File: config.mk
export PLATFORM = sky130hd
export DESIGN_NAME = melody_sequencer
export DESIGN_NICKNAME = d
export VERILOG_FILES = /design/src/rtl/melody_sequencer.sv
export SDC_FILE = /design/constraint.sdc
export NUM_CORES = 1
export LEC_CHECK = 0
export CORE_ASPECT_RATIO = 0.8
export CORE_MARGIN = 4
export CORE_UTILIZATION = 40
export DETAILED_ROUTE_END_ITERATION = 6
export PLACE_DENSITY = 0.63
export REMOVE_ABC_BUFFERS = 1
export SYNTH_ARGS = -nofsm -noshare
export SYNTH_HDL_FRONTEND = slang
export SYNTH_SLANG_ARGS = --single-unit
File: constraint.sdc
create_clock -name system_clock -period 2.4 [get_ports system_clock]
set_input_delay 0.72 -clock system_clock [delete_from_list [all_inputs] [get_ports system_clock]]
set_output_delay 0.72 -clock system_clock [all_outputs]
set_load 0.02 [all_outputs]
File: src/rtl/melody_sequencer.sv
// Seven-note melody sequencer (DO..XI) with timed notes and gaps.
// Optional macro MELODY_LOOP_EN: repeat the melody instead of stopping after XI.
module melody_sequencer #(
    parameter logic [24:0] NOTE_CYCLES = 25'd24_999_999,
    parameter logic [24:0] GAP_CYCLES  = 25'd2_499_999,
    parameter logic [17:0] DO = 18'd190839,
    parameter logic [17:0] RE = 18'd170067,
    parameter logic [17:0] MI = 18'd151514,
    parameter logic [17:0] FA = 18'd143265,
    parameter logic [17:0] SO = 18'd127550,
    parameter logic [17:0] LA = 18'd113635,
    parameter logic [17:0] XI = 18'd101214
) (
    input  logic        system_clock,
    input  logic        system_reset,
    input  logic        start,
    input  logic        stop,
    output logic [17:0] tone_period,
    output logic        tone_enable,
    output logic [2:0]  step_index,
    output logic        busy,
    output logic        done
);

    typedef enum logic [1:0] {
        IDLE = 2'd0,
        PLAY = 2'd1,
        GAP  = 2'd2
    } state_t;

    state_t      state_q, state_d;
    logic [24:0] cnt_q, cnt_d;
    logic [2:0]  step_q, step_d;
    logic [17:0] period_q, period_d;
    logic        tone_en_q, tone_en_d;
    logic        busy_q, busy_d;
    logic        done_q, done_d;

    function automatic logic [17:0] note_period(input logic [2:0] idx);
        logic [17:0] p;
        case (idx)
            3'd0:    p = DO;
            3'd1:    p = RE;
            3'd2:    p = MI;
            3'd3:    p = FA;
            3'd4:    p = SO;
            3'd5:    p = LA;
            3'd6:    p = XI;
            default: p = 18'd0;
        endcase
        return p;
    endfunction

    // Next-state and next-output logic; stop always wins over start.
    always_comb begin
        state_d   = state_q;
        cnt_d     = cnt_q;
        step_d    = step_q;
        period_d  = period_q;
        tone_en_d = tone_en_q;
        busy_d    = busy_q;
        done_d    = 1'b0;
        case (state_q)
            IDLE: begin
                if (start && !stop) begin
                    state_d   = PLAY;
                    cnt_d     = 25'd0;
                    step_d    = 3'd0;
                    period_d  = DO;
                    tone_en_d = 1'b1;
                    busy_d    = 1'b1;
                end else begin
                    state_d   = IDLE;
                    cnt_d     = 25'd0;
                    step_d    = 3'd0;
                    period_d  = 18'd0;
                    tone_en_d = 1'b0;
                    busy_d    = 1'b0;
                end
            end
            PLAY: begin
                if (stop) begin
                    state_d   = IDLE;
                    cnt_d     = 25'd0;
                    step_d    = 3'd0;
                    period_d  = 18'd0;
                    tone_en_d = 1'b0;
                    busy_d    = 1'b0;
                end else if (cnt_q == NOTE_CYCLES) begin
                    state_d   = GAP;
                    cnt_d     = 25'd0;
                    tone_en_d = 1'b0;
                end else begin
                    cnt_d = cnt_q + 25'd1;
                end
            end
            GAP: begin
                if (stop) begin
                    state_d   = IDLE;
                    cnt_d     = 25'd0;
                    step_d    = 3'd0;
                    period_d  = 18'd0;
                    tone_en_d = 1'b0;
                    busy_d    = 1'b0;
                end else if (cnt_q == GAP_CYCLES) begin
                    if (step_q == 3'd6) begin
`ifdef MELODY_LOOP_EN
                        state_d   = PLAY;
                        cnt_d     = 25'd0;
                        step_d    = 3'd0;
                        period_d  = DO;
                        tone_en_d = 1'b1;
`else
                        state_d   = IDLE;
                        cnt_d     = 25'd0;
                        step_d    = 3'd0;
                        period_d  = 18'd0;
                        busy_d    = 1'b0;
                        done_d    = 1'b1;
`endif
                    end else begin
                        state_d   = PLAY;
                        cnt_d     = 25'd0;
                        step_d    = step_q + 3'd1;
                        period_d  = note_period(step_q + 3'd1);
                        tone_en_d = 1'b1;
                    end
                end else begin
                    cnt_d = cnt_q + 25'd1;
                end
            end
            default: begin
                state_d   = IDLE;
                cnt_d     = 25'd0;
                step_d    = 3'd0;
                period_d  = 18'd0;
                tone_en_d = 1'b0;
                busy_d    = 1'b0;
            end
        endcase
    end

    // State and output registers with asynchronous clear.
    always_ff @(posedge system_clock or posedge system_reset) begin
        if (system_reset) begin
            state_q   <= IDLE;
            cnt_q     <= 25'd0;
            step_q    <= 3'd0;
            period_q  <= 18'd0;
            tone_en_q <= 1'b0;
            busy_q    <= 1'b0;
            done_q    <= 1'b0;
        end else begin
            state_q   <= state_d;
            cnt_q     <= cnt_d;
            step_q    <= step_d;
            period_q  <= period_d;
            tone_en_q <= tone_en_d;
            busy_q    <= busy_d;
            done_q    <= done_d;
        end
    end

    assign tone_period = period_q;
    assign tone_enable = tone_en_q;
    assign step_index  = step_q;
    assign busy        = busy_q;
    assign done        = done_q;

endmodule

# Yosys cells after proc, flatten, opt, wreduce, memory -nomap -nowiden
# Index checks and enable logic that the tools add are counted.
[op_classes] mux=40 addsub=2 n_eq_ne=16 n_reduce_logical=8
[ops] op="$pmux 18 s7" n=1
[ops] op="$mux 25" n=4
[ops] op="$mux 18" n=5
[ops] op="$pmux 18 s3" n=1
[ops] op="$pmux 25 s2" n=1
[ops] op="$add 25x1->25 const B" n=1
[ops] op="$eq 25x22->1 const B" n=1
[ops] op="$eq 25x25->1 const B" n=1
[ops] op="$mux 1" n=16
[ops] op="$eq 3x3->1 const B" n=4
[ops] op="$mux 3" n=4
[ops] op="$ne 3x3->1 const B" n=4
[ops] op="$mux 2" n=4
[ops] op="$eq 3x2->1 const B" n=2
[ops] op="$pmux 1 s3" n=2
[ops] op="$pmux 2 s3" n=1
[ops] op="$pmux 3 s2" n=1
[ops] op="$reduce_and 3->1" n=2
[ops] op="$reduce_and 2->1" n=2
[ops] op="$add 3x1->3 const B" n=1
[ops] op="$eq 3x1->1 const B" n=1
[ops] op="$logic_not 3->1" n=1
[ops] op="$eq 2x1->1 const B" n=1
[ops] op="$eq 2x2->1 const B" n=1
[ops] op="other kinds (4)" n=4
[word_totals] out_inout_bits=24 ff_bits=51 input_bits=4 word_cells=73

# Depth between registers and ports, before layout
# Gate-level depths: netlist (run 1).
[depth] ltp_word=7 mapped_depth=8 mapped_depth_nobuf=7

# Worst setup path before layout (run 1)
# OpenSTA, ideal clock, no wires.
[synth_path] path_type="register to register" from="register step_q[1], in the netlist step_index[1]" to="register period_q[4], in the netlist tone_period[4]" path_slack_ns=0.059 path_buffers=2 period_less_slack_ns=2.341 arrival_time_ns=2.213 t_required_ns=2.272 setup_time_ns=0.128 stages_incl_launch_ff=8 cell_sequence="dfrtp_1 > clkbuf_1 > inv_1 > ha_1 > o31ai_1 > clkbuf_1 > o21ai_0 > mux2_1"
[synth_between] elab_chain_cells=7 elab_cells_between_ends=14 classes_between="add/sub: 1; eq/ne: 7; mux: 5; reduce/logical: 1"
[synth_rtl] item="from (decl)" line="33" text="logic [2:0] step_q, step_d;"
[synth_rtl] item="from (signal assigned)" line="156" text="step_q <= step_d;"
[synth_rtl] item="$add 3x1->3" line="125" text="period_d = note_period(step_q + 3'd1);"
[synth_rtl] item="$eq 3x3->1, or another cell as far along" line="41" text="case (idx)"
[synth_rtl] item="$pmux 18 s7" line="41"
[synth_rtl] item="$mux 18 (*)" line="106" text="if (step_q == 3'd6) begin"
[synth_rtl] item="$mux 18 (*)" line="105" text="end else if (cnt_q == GAP_CYCLES) begin"
[synth_rtl] item="$mux 18 (*)" line="98" text="if (stop) begin"
[synth_rtl] item="$pmux 18 s3 (*)" line="63" text="case (state_q)"
[synth_rtl] item="to (signal assigned)" line="157" text="period_q <= period_d;"
[synth_rtl] item="to (decl)" line="34" text="logic [17:0] period_q, period_d;"
# Every way passes the cells marked *; elsewhere a longest branch is shown, timed or not. The select of a mux whose other input is x is not followed.
# A chain may end at the register's enable or synchronous reset.

# Final worst setup path (run 1)
[layout_path] from="register cnt_q[9]" to="register state_q[1]"
[layout_between] elab_chain_cells=3 elab_cells_between_ends=5 classes_between="eq/ne: 4; reduce/logical: 1"
[layout_rtl] item="from (decl)" line="32" text="logic [24:0] cnt_q, cnt_d;"
[layout_rtl] item="from (signal assigned)" line="155" text="cnt_q <= cnt_d;"
[layout_rtl] item="$eq 25x22->1 or $eq 25x25->1 (tied branches)" line="105, 89"
[layout_rtl] item="$ne 3x3->1 (no source line)"
[layout_rtl] item="$reduce_and 2->1 (no source line) (*)"
[layout_rtl] item="to (signal assigned)" line="154" text="state_q <= state_d;"
[layout_rtl] item="to (decl)" line="31" text="state_t state_q, state_d;"
# Every way passes the cells marked *; elsewhere a longest branch is shown, timed or not.

==> results of run 1 <==
[final cells by class]
type                    count  area, µm²
clock buffers               7       86.3
multi-input cells         205       1380
fillers                   616       3170
well taps                  84        105
clock inverters             1       5.00
repair buffers             53        478
inverters                   8       30.0
flip-flops and latches     50       1250
[layer usage]
metal	GRT usage [%]	up-vias	share of wire [%]
li1	-	1055	-
met1	24.0	1024	54
met2	22.9	51	42
met3	3.48	8	3.5
met4	3.23	0	0.77
met5	0	-	0
[state kept, by name, indices dropped and copies added, names as in the netlist]
| register | cells |
|---|---|
| done | 1 |
| busy | 1 |
| step_index | 3 |
| cnt_q | 25 |
| tone_enable | 1 |
| state_q | 2 |
| tone_period | 17 |
[worst max path at each step]
stage,startpoint,endpoint,slack [ps],cells after the start
global placement,stop,tone_period[9],-80,4
detailed placement,stop,tone_period[15],-110,4
CTS,step_index[1],tone_period[15],40,5
global route,cnt_q[11],tone_period[4],50,5
floorplan,cnt_q[9],cnt_q[10],-90,5
finish,cnt_q[9],state_q[1],180,7
[cells by family (layout without fill, tap and decap cells)]
logic type               after synthesis  in the layout  share of synthesized area [%]
AO/OA/AOI/OAI                         41             41                           9.64
XOR/XNOR                              25             25                           8.03
adder cells (fa/ha/maj)                8              8                           3.67
buffers and inverters                 22             69                           3.81
flip-flops                            50             50                           45.9
multiplexers                          18             18                           7.99
AND/OR/NAND/NOR                      113            113                           20.9
[power groups by stage]
stage / registers, W / clock network [W] / logic, W
finish: 0.00105 / 0.000504 / 0.000943
global route: 0.00106 / 0.000559 / 0.00103
CTS: 0.00105 / 0.000525 / 0.000951
detailed placement: 0.00106 / 0 / 0.000948
global placement: 0.00106 / 0 / 0.000941
floorplan: 0.00119 / 0 / 0.000401
[cells in the mapped netlist (2+ instances only)]
master / n
nand4_1: 10
nand4b_1: 2
a21oi_1: 9
mux2_2: 10
nor2_1: 41
nor2b_1: 4
nand2_1: 15
nand2b_1: 3
or4_1: 2
dfrtp_1: 50
o21ai_0: 13
inv_1: 8
buf_2: 2
nor4_1: 4
xnor2_1: 9
a211oi_1: 4
mux2_4: 4
and2_1: 2
a21o_1: 2
nor3_1: 8
nand3_1: 10
mux2_1: 4
and3_1: 4
ha_1: 8
and4_1: 2
nand3b_1: 2
a211o_1: 2
clkbuf_1: 9
xor2_1: 16
buf_6: 2
o31ai_1: 5
[worst reg2reg max path: stages, from the launching register on]
cell and delay (ps):
dfrtp_1 420, or4b_1 550, nor4_1 320, buf_4 170, a31o_2 160, o21ai_0 110
buf_4 160, o31ai_1 230
[through the flow]
stage	hold slack (ps)	area, µm²
floorplan	455	2650
global placement	474	3230
finish	489	3330
detailed placement	475	3230
CTS	490	3330
global route	520	3330
[what timing repair did]
item | 4_1_cts | 5_1_grt
setup buffers | 0 | 0
endpoints found under the setup margin | 0 | 15
resized for setup | 0 | 2
==> metrics.txt, run 1 <==
Post-DRT Antenna Nets 0; crit share post-route 92.7%; clock root buffer master clkbuf_8; CP peak stage delay 550 ps; Slew Limit Fails 0; share of layout cells above drive strength 1 17.0%; P_leak 1.46 nW; Avg Vias per Cell 5.24; initial antenna violation count 0; Clock power frac 20.2%; pre-CTS setup slack -107 ps; NetSw 0.000843 W; leading cell type in the layout, fill and taps excluded dfrtp_1; Final Hold Violating Endpoints 0; die area 8210 µm²; Max VDD drop 0.303 mV; Synth cell types 42; Critical Path End Type flip-flop; RSZ-0062 raised after global routing false; Clock Skew 8.29 ps; worst r2r dst state_q[1]; cell mode on critical path buf_4; worst-skew pair later-pin latency 300 ps; first-pass GRT wire length 10400 µm; Int Power 0.00165 W; Hold Startpoint cnt_q[0]; Hold Path Sink cnt_q[0]; Die X 100 µm; number of global-route vias before repair 2102; CTS Buf Count 5; area of the mapped netlist 2730 µm²; Core Box Area 6510 µm²; layout net count 335; # H-tree levels 2; Comb power frac 37.8%; Sw Share 33.8%; FFs w/ async S/R, synth 100%; dpl cells 400; Wirelength per Cell 14.7 µm; Layout area overhead 22.3%; reg2reg setup slack 180 ps; delay-heaviest family, CP simple AND/OR/NAND/NOR gates; CP max-delay cell or4b_1; initial drt markers 134; Detailed Place HPWL 4410 µm; Port Buffers 27; dominant synthesized flop cell dfrtp_1; Post-synth EDFFs 0; Die Y 81.8 µm; Clock transition at path regs 90 ps; Finished Layout Cells 408; Yosys reg bits 50; ANT cells 0; Worst Path Required 2600 ps; CTS tree done; Max-cap violations 0; Synth warnings 0; Final Setup Violations 0; commonest cells after routing, fill and taps aside 50 x dfrtp_1, 41 x nor2_1, 27 x clkdlybuf4s50_1, 25 x buf_4, 16 x xor2_1; top-area cell type share of the netlist area 45.9%; clk buf depth 2; RR Startpoint cnt_q[9]; Post-Syn Instances 277; largest cells by area after synthesis dfrtp_1 46%, nor2_1 5.6%, xor2_1 5.1%; Worst slew margin 51.3%; # DRC 0; register area share after synthesis 45.9%; hold depth 1; Power Total 0.00249 W; Placer Congestion 0.872; post-layout util 51.2%; Sequential Power Share 42.0%; Startpoint Class flip-flop; crit path kind flip-flop to flip-flop; final worst slack 176 ps; Initial Util 41.9%; worst slew pin tran 726 ps; largest net degree at the start of global routing 35; Power Dens Cells 748 nW/µm²; leading area contributor after synthesis dfrtp_1; Critical Path Fanout Max 4; grt total ovfl 0; Hold/Removal Path Class flip-flop to flip-flop; status completed; IO Count 28; Hold-fix buffers, CTS 0; clk sink count 50; crit path cell chain or4b_1 -> nor4_1 -> buf_4 -> a31o_2 -> o21ai_0 -> buf_4 -> o31ai_1; detailed-route via count 2138; fmax 450 MHz; DRT Wirelength 6000 µm; drt pass-1 iters 6; Worst EP arrival 2420 ps; syn_area_per_cell 9.84 µm²; setup TNS 0 ps; GRT Overall Usage 15.8%; CP bufs+invs 2; Reg2Reg Depth 7; Row Count 26; Tmin final 2220 ps
Note: power is estimated with default switching activity, not from simulation.
==> run 2, diff against run 1 <==
--- a/config.mk
+++ b/config.mk
@@ -5,12 +5,14 @@
 export SDC_FILE = /design/constraint.sdc
 export NUM_CORES = 1
 export LEC_CHECK = 0
+export CAP_MARGIN = 10
 export CORE_ASPECT_RATIO = 0.8
 export CORE_MARGIN = 4
 export CORE_UTILIZATION = 40
 export DETAILED_ROUTE_END_ITERATION = 6
 export PLACE_DENSITY = 0.63
 export REMOVE_ABC_BUFFERS = 1
+export SETUP_SLACK_MARGIN = 0.2
 export SYNTH_ARGS = -nofsm -noshare
 export SYNTH_HDL_FRONTEND = slang
 export SYNTH_SLANG_ARGS = --single-unit
==> run 2 against run 1 <==
Effect of this change:
- power rose by 1.6%
- critical path depth fell by 2
- cell count rose by 0.74%
- count of clock-buffer cells in the layout did not move
- core utilization rose by 1.2 points
- combinational power rose by 4.2%
- flip-flop and latch count did not move
- clock power barely moved
- clock skew fell by 2.2 ps
- die area did not move
==> metrics.txt, run 2 (synthesized netlist as in run 1, its figures left out) <==
Placer Congestion 0.872; number of global-route vias before repair 2102; Max-cap violations 0; Initial Util 41.9%; CP peak stage delay 600 ps; Worst slew margin 58.0%; met2 wire length 2580 µm; Hold-fix buffers, CTS 0; Final Setup Violations 0; worst slew pin tran 627 ps; drt pass-1 iters 4; share of layout cells above drive strength 1 19.9%; grt total ovfl 0; M1 WL 3240 µm; crit path cell chain or4_1 -> nor4_4 -> and2_4 -> o21ai_2 -> mux2_4; max layer used met4; Die Y 81.8 µm; Core Box Area 6510 µm²; Clock transition at path regs 90 ps; delay-heaviest family, CP simple AND/OR/NAND/NOR gates; setup TNS 0 ps; Hold/Removal Path Class flip-flop to flip-flop; clk buf depth 2; CTS tree done; P_leak 1.50 nW; CP max-delay cell or4_1; Slew Limit Fails 0; Detailed Place HPWL 4410 µm; Post-DRT Antenna Nets 0; initial drt markers 155; dpl cells 400; Row Count 26; DRT Wirelength 6160 µm; crit path kind flip-flop to flip-flop; layout net count 338; Largest register FFs 25; CTS Buf Count 5; Layout area overhead 25.2%; Avg Vias per Cell 5.25; first-pass GRT wire length 10400 µm; commonest cells after routing, fill and taps aside 50 x dfrtp_1, 41 x nor2_1, 26 x buf_4, 25 x clkdlybuf4s50_1, 16 x xor2_1; clk sink count 50; Finished Layout Cells 411; worst-skew pair later-pin latency 300 ps; Tmin final 2120 ps; Die X 100 µm; die area 8210 µm²; ANT cells 0; Critical Path Fanout Max 6; # DRC 0; leading cell type in the layout, fill and taps excluded dfrtp_1; Biggest register cnt_q; register area 1250 µm²; crit share post-route 88.2%; Critical Path End Type flip-flop; status completed; Worst EP arrival 2300 ps; detailed-route via count 2157; clock root buffer master clkbuf_8; Startpoint Class flip-flop; RSZ-0062 raised after global routing false; Clock Skew 6.07 ps; largest net degree at the start of global routing 35; Port Buffers 27; initial antenna violation count 0; CP bufs+invs 0; GRT Overall Usage 15.7%; multi-input logic area 1450 µm²; Max VDD drop 0.309 mV; Wirelength per Cell 15.0 µm; IO Count 28; # fillers 604; Power Dens Cells 742 nW/µm²; total length of routed met3 wires 301 µm; # H-tree levels 2; Final Hold Violating Endpoints 0; fmax 473 MHz; Worst Path Required 2590 ps
-- run 2: worst paths after layout --
path / depth (start not counted) / to / start / slack [ps]
hold reg to reg: 1 / cnt_q[0] / cnt_q[0] / 490
hold / removal: 1 / cnt_q[0] / cnt_q[0] / 490
setup / recovery: 5 / tone_period[6] / cnt_q[5] / 280
min in group asynchronous: 2 / tone_period[16] / system_reset / 720
setup reg to reg: 5 / tone_period[6] / cnt_q[5] / 280
max in group asynchronous: 3 / tone_period[1] / system_reset / 1170
-- run 2: metal layers --
metal | vias to the layer above | GRT usage, %
li1 | 1061 | -
met1 | 1038 | 23.9
met2 | 52 | 22.7
met3 | 6 | 3.65
met4 | 0 | 3.23
met5 | - | 0
-- run 2: report_power, final --
part | switching [W] | internal, W
registers | 0.0000813 | 0.000963
clock network | 0.000273 | 0.000233
logic | 0.000515 | 0.000468
-- run 2: per-stage QoR --
| step | cell area, µm² | util [%] | setup WS, ps | hold WS [ps] | power (W) |
|---|---|---|---|---|---|
| 6_report | 3410 | 52.4 | 284 | 487 | 0.00253 |
| 5_1_grt | 3410 | 52.4 | 207 | 520 | 0.00269 |
| 4_1_cts | 3340 | 51.3 | 193 | 490 | 0.00252 |
| 3_5_place_dp | 3230 | 49.7 | -107 | 475 | 0.00201 |
| 3_3_place_gp | 3230 | 49.7 | -77.2 | 474 | 0.00200 |
| 2_1_floorplan | 2650 | - | -88.2 | 455 | 0.00159 |
-- run 2: area by class of cell --
| class | count | area share (%) |
|---|---|---|
| clock buffer | 7 | 2.53 |
| tap | 84 | 3.08 |
| inverter | 8 | 0.880 |
| clock inverter | 1 | 0.147 |
| sequential | 50 | 36.7 |
| multi-input combinational | 207 | 42.4 |
| timing repair buffer | 54 | 14.3 |
-- run 2: what timing repair did --
action	in CTS	in global routing
endpoints found under the setup margin	21	39
pin swaps	0	3
cloned	0	2
resized for setup	5	11
setup buffers	0	1
